## config.mk

```make
export PLATFORM = sky130hd
export DESIGN_NAME = entrada_operandos
export DESIGN_NICKNAME = d
export VERILOG_FILES = /design/src/rtl/entrada_operandos.sv
export SDC_FILE = /design/constraint.sdc
export NUM_CORES = 1
export LEC_CHECK = 0
export ABC_AREA = 1
export BUFFER_PORTS_ARGS = -buffer_cell sky130_fd_sc_hd__buf_2
export CORE_AREA = 2 2 52 54
export CTS_BUF_LIST = sky130_fd_sc_hd__clkbuf_8 sky130_fd_sc_hd__clkbuf_16
export DETAILED_ROUTE_END_ITERATION = 10
export DIE_AREA = 0 0 54 56
export PLACE_DENSITY_LB_ADDON = 0.15
export SETUP_SLACK_MARGIN = 0.5
export SYNTH_ARGS = -nofsm -noshare
export SYNTH_HDL_FRONTEND = slang
export SYNTH_SLANG_ARGS = --single-unit
```

## constraint.sdc

```tcl
create_clock -name clk -period 1 [get_ports clk]
set_clock_uncertainty 0.05 [all_clocks]
set_input_delay 0.05 -clock clk [delete_from_list [all_inputs] [get_ports clk]]
set_output_delay 0.05 -clock clk [all_outputs]
set_load 0.03 [all_outputs]
```

## src/rtl/entrada_operandos.sv

```systemverilog
// Operand-entry controller: synchronizes the switches and the enter button, debounces the
// button, and captures A, B and the operation select one value per debounced press.
module entrada_operandos #(
    parameter int unsigned DEBOUNCE_CYCLES = 4
) (
    input  logic       clk,
    input  logic       rst,
    input  logic [1:0] sw,
    input  logic       op_sel,
    input  logic       btn,
    output logic [1:0] A,
    output logic [1:0] B,
    output logic       selector,
    output logic       valid,
    output logic [1:0] fase
);

    localparam int unsigned CNT_W = (DEBOUNCE_CYCLES > 2) ? $clog2(DEBOUNCE_CYCLES) : 1;
    localparam logic [CNT_W-1:0] CNT_LAST = CNT_W'(DEBOUNCE_CYCLES - 1);

    typedef enum logic [1:0] {
        WAIT_A = 2'd0,
        WAIT_B = 2'd1,
        SHOW   = 2'd2
    } state_t;

    logic [3:0] raw_in;
    logic [3:0] sync_in;
    logic [1:0] sw_s;
    logic       op_s;
    logic       btn_s;

    assign raw_in = {btn, op_sel, sw};

    // Every asynchronous input bit gets its own two-flop synchronizer.
    genvar gi;
    generate
        for (gi = 0; gi < 4; gi++) begin : g_sync
            logic s1_q;
            logic s2_q;
            always_ff @(posedge clk) begin
                if (rst) begin
                    s1_q <= 1'b0;
                    s2_q <= 1'b0;
                end else begin
                    s1_q <= raw_in[gi];
                    s2_q <= s1_q;
                end
            end
            assign sync_in[gi] = s2_q;
        end
    endgenerate

    assign sw_s  = sync_in[1:0];
    assign op_s  = sync_in[2];
    assign btn_s = sync_in[3];

    logic             db_q, db_d;
    logic             db_dly_q;
    logic [CNT_W-1:0] cnt_q, cnt_d;
    logic             press;

    always_comb begin
        db_d  = db_q;
        cnt_d = cnt_q;
        if (btn_s == db_q) begin
            cnt_d = '0;
        end else if (cnt_q == CNT_LAST) begin
            db_d  = btn_s;
            cnt_d = '0;
        end else begin
            cnt_d = cnt_q + 1'b1;
        end
    end

    always_ff @(posedge clk) begin
        if (rst) begin
            db_q     <= 1'b0;
            db_dly_q <= 1'b0;
            cnt_q    <= '0;
        end else begin
            db_q     <= db_d;
            db_dly_q <= db_q;
            cnt_q    <= cnt_d;
        end
    end

    // Only the debounced rising edge acts; release is ignored.
    assign press = db_q & ~db_dly_q;

    state_t     state_q, state_d;
    logic [1:0] a_q, a_d;
    logic [1:0] b_q, b_d;
    logic       sel_q, sel_d;
    logic       valid_q, valid_d;

    always_comb begin
        state_d = state_q;
        a_d     = a_q;
        b_d     = b_q;
        sel_d   = sel_q;
        valid_d = valid_q;
        case (state_q)
            WAIT_A: begin
                if (press) begin
                    a_d     = sw_s;
                    state_d = WAIT_B;
                end
            end
            WAIT_B: begin
                if (press) begin
                    b_d     = sw_s;
                    sel_d   = op_s;
                    valid_d = 1'b1;
                    state_d = SHOW;
                end
            end
            SHOW: begin
                if (press) begin
                    a_d     = 2'd0;
                    b_d     = 2'd0;
                    sel_d   = 1'b0;
                    valid_d = 1'b0;
                    state_d = WAIT_A;
                end
            end
            default: begin
                valid_d = 1'b0;
                state_d = WAIT_A;
            end
        endcase
    end

    always_ff @(posedge clk) begin
        if (rst) begin
            state_q <= WAIT_A;
            a_q     <= 2'd0;
            b_q     <= 2'd0;
            sel_q   <= 1'b0;
            valid_q <= 1'b0;
        end else begin
            state_q <= state_d;
            a_q     <= a_d;
            b_q     <= b_d;
            sel_q   <= sel_d;
            valid_q <= valid_d;
        end
    end

    assign A        = a_q;
    assign B        = b_q;
    assign selector = sel_q;
    assign valid    = valid_q;
    assign fase     = state_q;

endmodule

```

# Word-level counts from Yosys, hierarchy flattened
# Cells that the tools add are included.
dict set report word_totals {
  register_bits 20
  input_bits 6
  output_inout_bits 8
  wordCells 49
}
dict set report classes {
  add_sub_neg 1
  n_eq_ne 7
  mux 12
  bitwise 4
  n_reduce_logical 9
}
# op count
set ops {}
lappend ops {{3-bit AND reduction} 4}
lappend ops {{2-bit 2-to-1 mux} 4}
lappend ops {{2-bit case mux with 2 select lines} 2}
lappend ops {{2-bit != test (second input constant)} 3}
lappend ops {{2-bit case mux with 3 select lines} 1}
lappend ops {{2-bit equality test (second input constant)} 2}
lappend ops {{2-bit nonzero test} 2}
lappend ops {{1-bit 2-to-1 mux} 3}
lappend ops {{1-bit inverter} 3}
lappend ops {{1-bit case mux with 3 select lines} 1}
lappend ops {{3-bit OR reduction} 1}
lappend ops {{2-bit by 1-bit adder with 2-bit output (second input constant)} 1}
lappend ops {{2-bit by 1-bit equality test with 1-bit output (second input constant)} 1}
lappend ops {{2-bit logical NOT} 1}
lappend ops {{1-bit case mux with 2 select lines} 1}
lappend ops {{2-bit AND reduction} 1}
lappend ops {{1-bit AND} 1}
lappend ops {{1-bit equality test} 1}

# Longest topological paths before layout
dict set report depth {
  ltp_word 4
  ltp_mapped 5
  depth_no_buf 5
}

# Worst setup path before layout
# OpenSTA, ideal clock, no wires.
dict set report synth_timing {
  path_kind {flip-flop to flip-flop}
  startpoint {register state_q[0], in the netlist fase[0]}
  endpoint {register b_q[0], in the netlist B[0]}
  setup_ns 0.117
  arrival_time_ns 0.980
  required_ns 0.833
  slack_ns -0.146
  path_stages_with_launch 6
  path_buffers 0
  cell_sequence {dfxtp_1 inv_1 nand2_1 nand3_1 nand2_1 a21oi_1}
}
dict set report synth_via {
  elab_chain_len 3
  elab_cells_between_ends 7
  classes_between {eq/ne (4); mux (1); reduce/logical (2)}
}
# element line_no
set synth_rtl {}
lappend synth_rtl {{start: declaration} 91} ;# state_t state_q, state_d;
lappend synth_rtl {{start signal: assignment} 142} ;# state_q <= state_d;
lappend synth_rtl {{2-bit by 1-bit equality test with 1-bit output or 2-bit equality test (tied branches)} 103} ;# case (state_q)
lappend synth_rtl {{2-bit != test (no line) or 2-bit nonzero test (tied branches)} --}
lappend synth_rtl {{3-bit AND reduction (no line)} --}
lappend synth_rtl {{end signal: assignment} 138} ;# b_q <= 2'd0;
lappend synth_rtl {{end signal: assignment} 144} ;# b_q <= b_d;
lappend synth_rtl {{end: declaration} 93} ;# logic [1:0] b_q, b_d;
# Parallel ways exist; a longest one is shown, timed or not.
# A chain may end at the register's enable or synchronous reset.

# Worst setup path in the final report
dict set report layout_timing {
  startpoint {register db_dly_q}
  endpoint {register a_q[0], in the netlist A[0]}
}
dict set report layout_via {
  elab_chain_len 4
  elab_cells_between_ends 5
  classes_between {eq/ne (2); bitwise (2); reduce/logical (1)}
}
# element line_no
set layout_rtl {}
lappend layout_rtl {{start: declaration} 59} ;# logic db_dly_q;
lappend layout_rtl {{start signal: assignment} 83} ;# db_dly_q <= db_q;
lappend layout_rtl {{1-bit inverter (*)} 89} ;# assign press = db_q & ~db_dly_q;
lappend layout_rtl {{1-bit AND (*)} 89}
lappend layout_rtl {{2-bit != test (no line)} --}
lappend layout_rtl {{3-bit AND reduction (no line) (*)} --}
lappend layout_rtl {{end signal: assignment} 137} ;# a_q <= 2'd0;
lappend layout_rtl {{end signal: assignment} 143} ;# a_q <= a_d;
lappend layout_rtl {{end: declaration} 92} ;# logic [1:0] a_q, a_d;
# Every way passes the cells marked *; elsewhere a longest branch is shown, timed or not.

==> impl_metrics.json <==
{
  "violations": "negative hold slack, negative setup slack",
  "cts_max_level": 1,
  "synth_warnings": 0,
  "finalCritPeriodShare": 1.01,
  "dieWidth_um": 54,
  "critPathLaunchType": "flop",
  "fin_crit_ps": 1010,
  "startpoint": "db_dly_q",
  "yosysTopAreaCellShare": 0.579,
  "setup_violations": 1,
  "path_clk_slew_ps": 70,
  "intPower_w": 0.00126,
  "cts.sinks": 20,
  "path_buf_inv": 2,
  "placed_area_sq_um": 831,
  "syn_area_sq_um": 692,
  "nets": 111,
  "slowest_stage": "dfxtp_2",
  "worst_slack_ps": -5.50,
  "fill_cells": 242,
  "grt-busiest-layer": "met2",
  "cts_tree": "built",
  "use_met2": 0.145,
  "io_buffers": 13,
  "drive_gt1_frac": 0.602,
  "switching_share": 0.198,
  "vias_per_cell": 4.26,
  "p_total_w": 0.00157,
  "worstSetupPathDepth": 5,
  "yosys_register_bits": 20,
  "hp-class": "input port to flop",
  "worst_pin_slew_ps": 229,
  "dp_hpwl_um": 866,
  "synth.distinct_cells": 15,
  "cts_max_path_buffers": 2,
  "crit_family": "flip-flops",
  "grt_max_degree": 13,
  "grt_pass1_vias": 502,
  "design_area_sq_um": 1050,
  "synth_commonest_cells": "dfxtp_1 (20), inv_1 (15), nor2_1 (15), nand2_1 (10), a21oi_1 (7)",
  "start_util": 0.284,
  "worst-r2r-setup-slack_ps": -6,
  "cts_buffers": 3,
  "vdd_ir_drop_max_mv": 1.37,
  "reg2reg_from": "db_dly_q",
  "hold_violations": 4,
  "worstSetupEndpoint": "A[0]",
  "grt_pass1_wl_um": 2190,
  "layout.cells.non_filler": 133,
  "clkPwrFrac": 0.453,
  "yosysMostFrequentCell": "dfxtp_1",
  "regToRegEndpoint": "A[0]",
  "grtUsageTotal": 0.102,
  "cp_max_fo": 6,
  "firstDrtPassIters": 4,
  "p_comb_frac": 0.028,
  "wire_per_inst_um": 9.98,
  "globalRouteMet3Util": 0.0565,
  "insertion_delay_ps": 260,
  "p_switching_w": 0.000311,
  "vias": 567,
  "reg2reg_depth": 5,
  "worstPathArrival_ps": 1110,
  "crit_type": "flop to flop",
  "cp_cell_sequence": "inv_2 -> nand2_4 -> buf_4 -> a211oi_2 -> nor2_1",
  "cp.required_ps": 1100,
  "ys.flop_type": "dfxtp_1",
  "outcome": "finished with violations",
  "synthCells": 83,
  "area_growth_syn_to_layout_pct": 52.3,
  "dp.cells": 125,
  "die_area_sq_um": 3020,
  "slew_headroom": 0.847,
  "yosysSeqAreaShare": 0.579,
  "worst_setup_path_end_kind": "flop",
  "drt_iter0_markers": 3,
  "synth_enable_flop_cells": 0,
  "cellLeakagePower_nw": 0.425,
  "synthArstFlopShare": 0,
  "drc_errors": 0,
  "rsz0062_at_grt": "true",
  "drt_wl_total_um": 1330,
  "use_met1": 0.125,
  "syn_nets": 90,
  "drv_cap": 0,
  "chipHeight_um": 56,
  "p_per_area_nw_per_um2": 1490,
  "holdWs_ps": -69.3,
  "gp_congestion": 0.679,
  "syn-mean-instance-area_sq_um": 8.34,
  "finalMaxSlewViolations": 0,
  "max_freq_mhz": 995,
  "drtAntennaViolNets": 0,
  "seq_power_share": 0.519,
  "yosysTopAreaCell": "dfxtp_1",
  "cp_slowest_stage_delay_ps": 340,
  "n_antenna_cell": 0,
  "overflow": 0,
  "coreArea_sq_um": 2430,
  "yosys-top-cells-area": "dfxtp_1 (58%), inv_1 (8.1%), nor2_1 (8.1%)",
  "clockRootBuffer": "clkbuf_8",
  "fp-row-count": 18,
  "io_pins": 14,
  "antenna_found_initial": 0
}
worst min-delay path by stage:
stage	depth (start not counted)	startpoint	to	slack, ps
floorplan	2	sw[0]	g_sync[0].s1_q	110
global placement	3	sw[1]	g_sync[1].s1_q	200
detailed placement	3	btn	g_sync[3].s1_q	210
CTS	3	btn	g_sync[3].s1_q	-70
global route	3	op_sel	g_sync[2].s1_q	-70
finish	3	sw[0]	g_sync[0].s1_q	-70
placed cells by master (no fill, tap or decap), types with 3 or more instances in the layout:
cell | Yosys | final
a21oi_2 | 0 | 5
dfxtp_2 | 0 | 10
inv_1 | 15 | 9
buf_6 | 0 | 8
nand2_1 | 10 | 5
dfxtp_4 | 0 | 3
nor2_1 | 15 | 12
clkbuf_8 | 0 | 3
nand2_2 | 2 | 5
dfxtp_1 | 20 | 7
buf_2 | 1 | 5
inv_2 | 0 | 4
buf_4 | 0 | 5
tightest hold or removal path, cell delays in order:
cell    delay (ps)
buf_2          100
inv_1           40
nor2_1          30
cell families (layout without fill, tap and decap cells):
| family | Yosys count | count (layout) | synth area share |
|---|---|---|---|
| compound gates | 13 | 13 | 0.108 |
| fa+ha+maj | 1 | 1 | 0.0181 |
| buf+inv | 17 | 37 | 0.0958 |
| flops | 20 | 20 | 0.579 |
| simple gates | 32 | 32 | 0.199 |
routing by layer:
metal / vias to the layer above / part of all wire
li1: 298 / -
met2: 11 / 0.45
met5: - / 0
met1: 254 / 0.48
met3: 4 / 0.055
met4: 0 / 0.017
state kept, by name (all words and copies together), names as in the netlist:
signal and cells:
A 2, B 2, btn_s 1, cnt_q 2
db_dly_q 1, db_q 1, fase 2, g_sync.s1_q 4
g_sync.s2_q 3, selector 1, valid 1
per-stage QoR:
| stage | setup slack [ps] | util | setup TNS [ps] |
|---|---|---|---|
| detailed placement | 41.2 | 0.342 | 0 |
| CTS | 46.7 | 0.407 | 0 |
| floorplan | 109 | - | 0 |
| global placement | 52.9 | 0.342 | 0 |
| finish | -5.50 | 0.433 | -5.50 |
| global route | -27.6 | 0.433 | -72.4 |
final cells by class:
cell class                 count  area [sq um]  share of cell area
clock buffer                   4          66.3              0.0629
inverter                      15          61.3              0.0582
multi-input combinational     46           312               0.296
sequential                    20           424               0.403
tap                           30          37.5              0.0356
timing repair buffer          18           153               0.145
repair_timing:
| item | CTS | global route |
|---|---|---|
| buffers inserted | 2 | 2 |
| pin swaps | 11 | 6 |
| setup endpoints to repair | 24 | 24 |
| gates resized for setup | 26 | 21 |
| hold endpoints to repair | 5 | 4 |
power groups by stage:
stage	Sequential, W	Clock [W]	Combinational, W
4_1_cts	0.000811	0.000731	0.0000409
3_3_place_gp	0.000832	0	0.0000395
3_5_place_dp	0.000832	0	0.0000402
5_1_grt	0.000815	0.000762	0.0000502
2_1_floorplan	0.000830	0	0.0000319
6_report	0.000813	0.000710	0.0000439
Power figures use the tool's default switching activity.
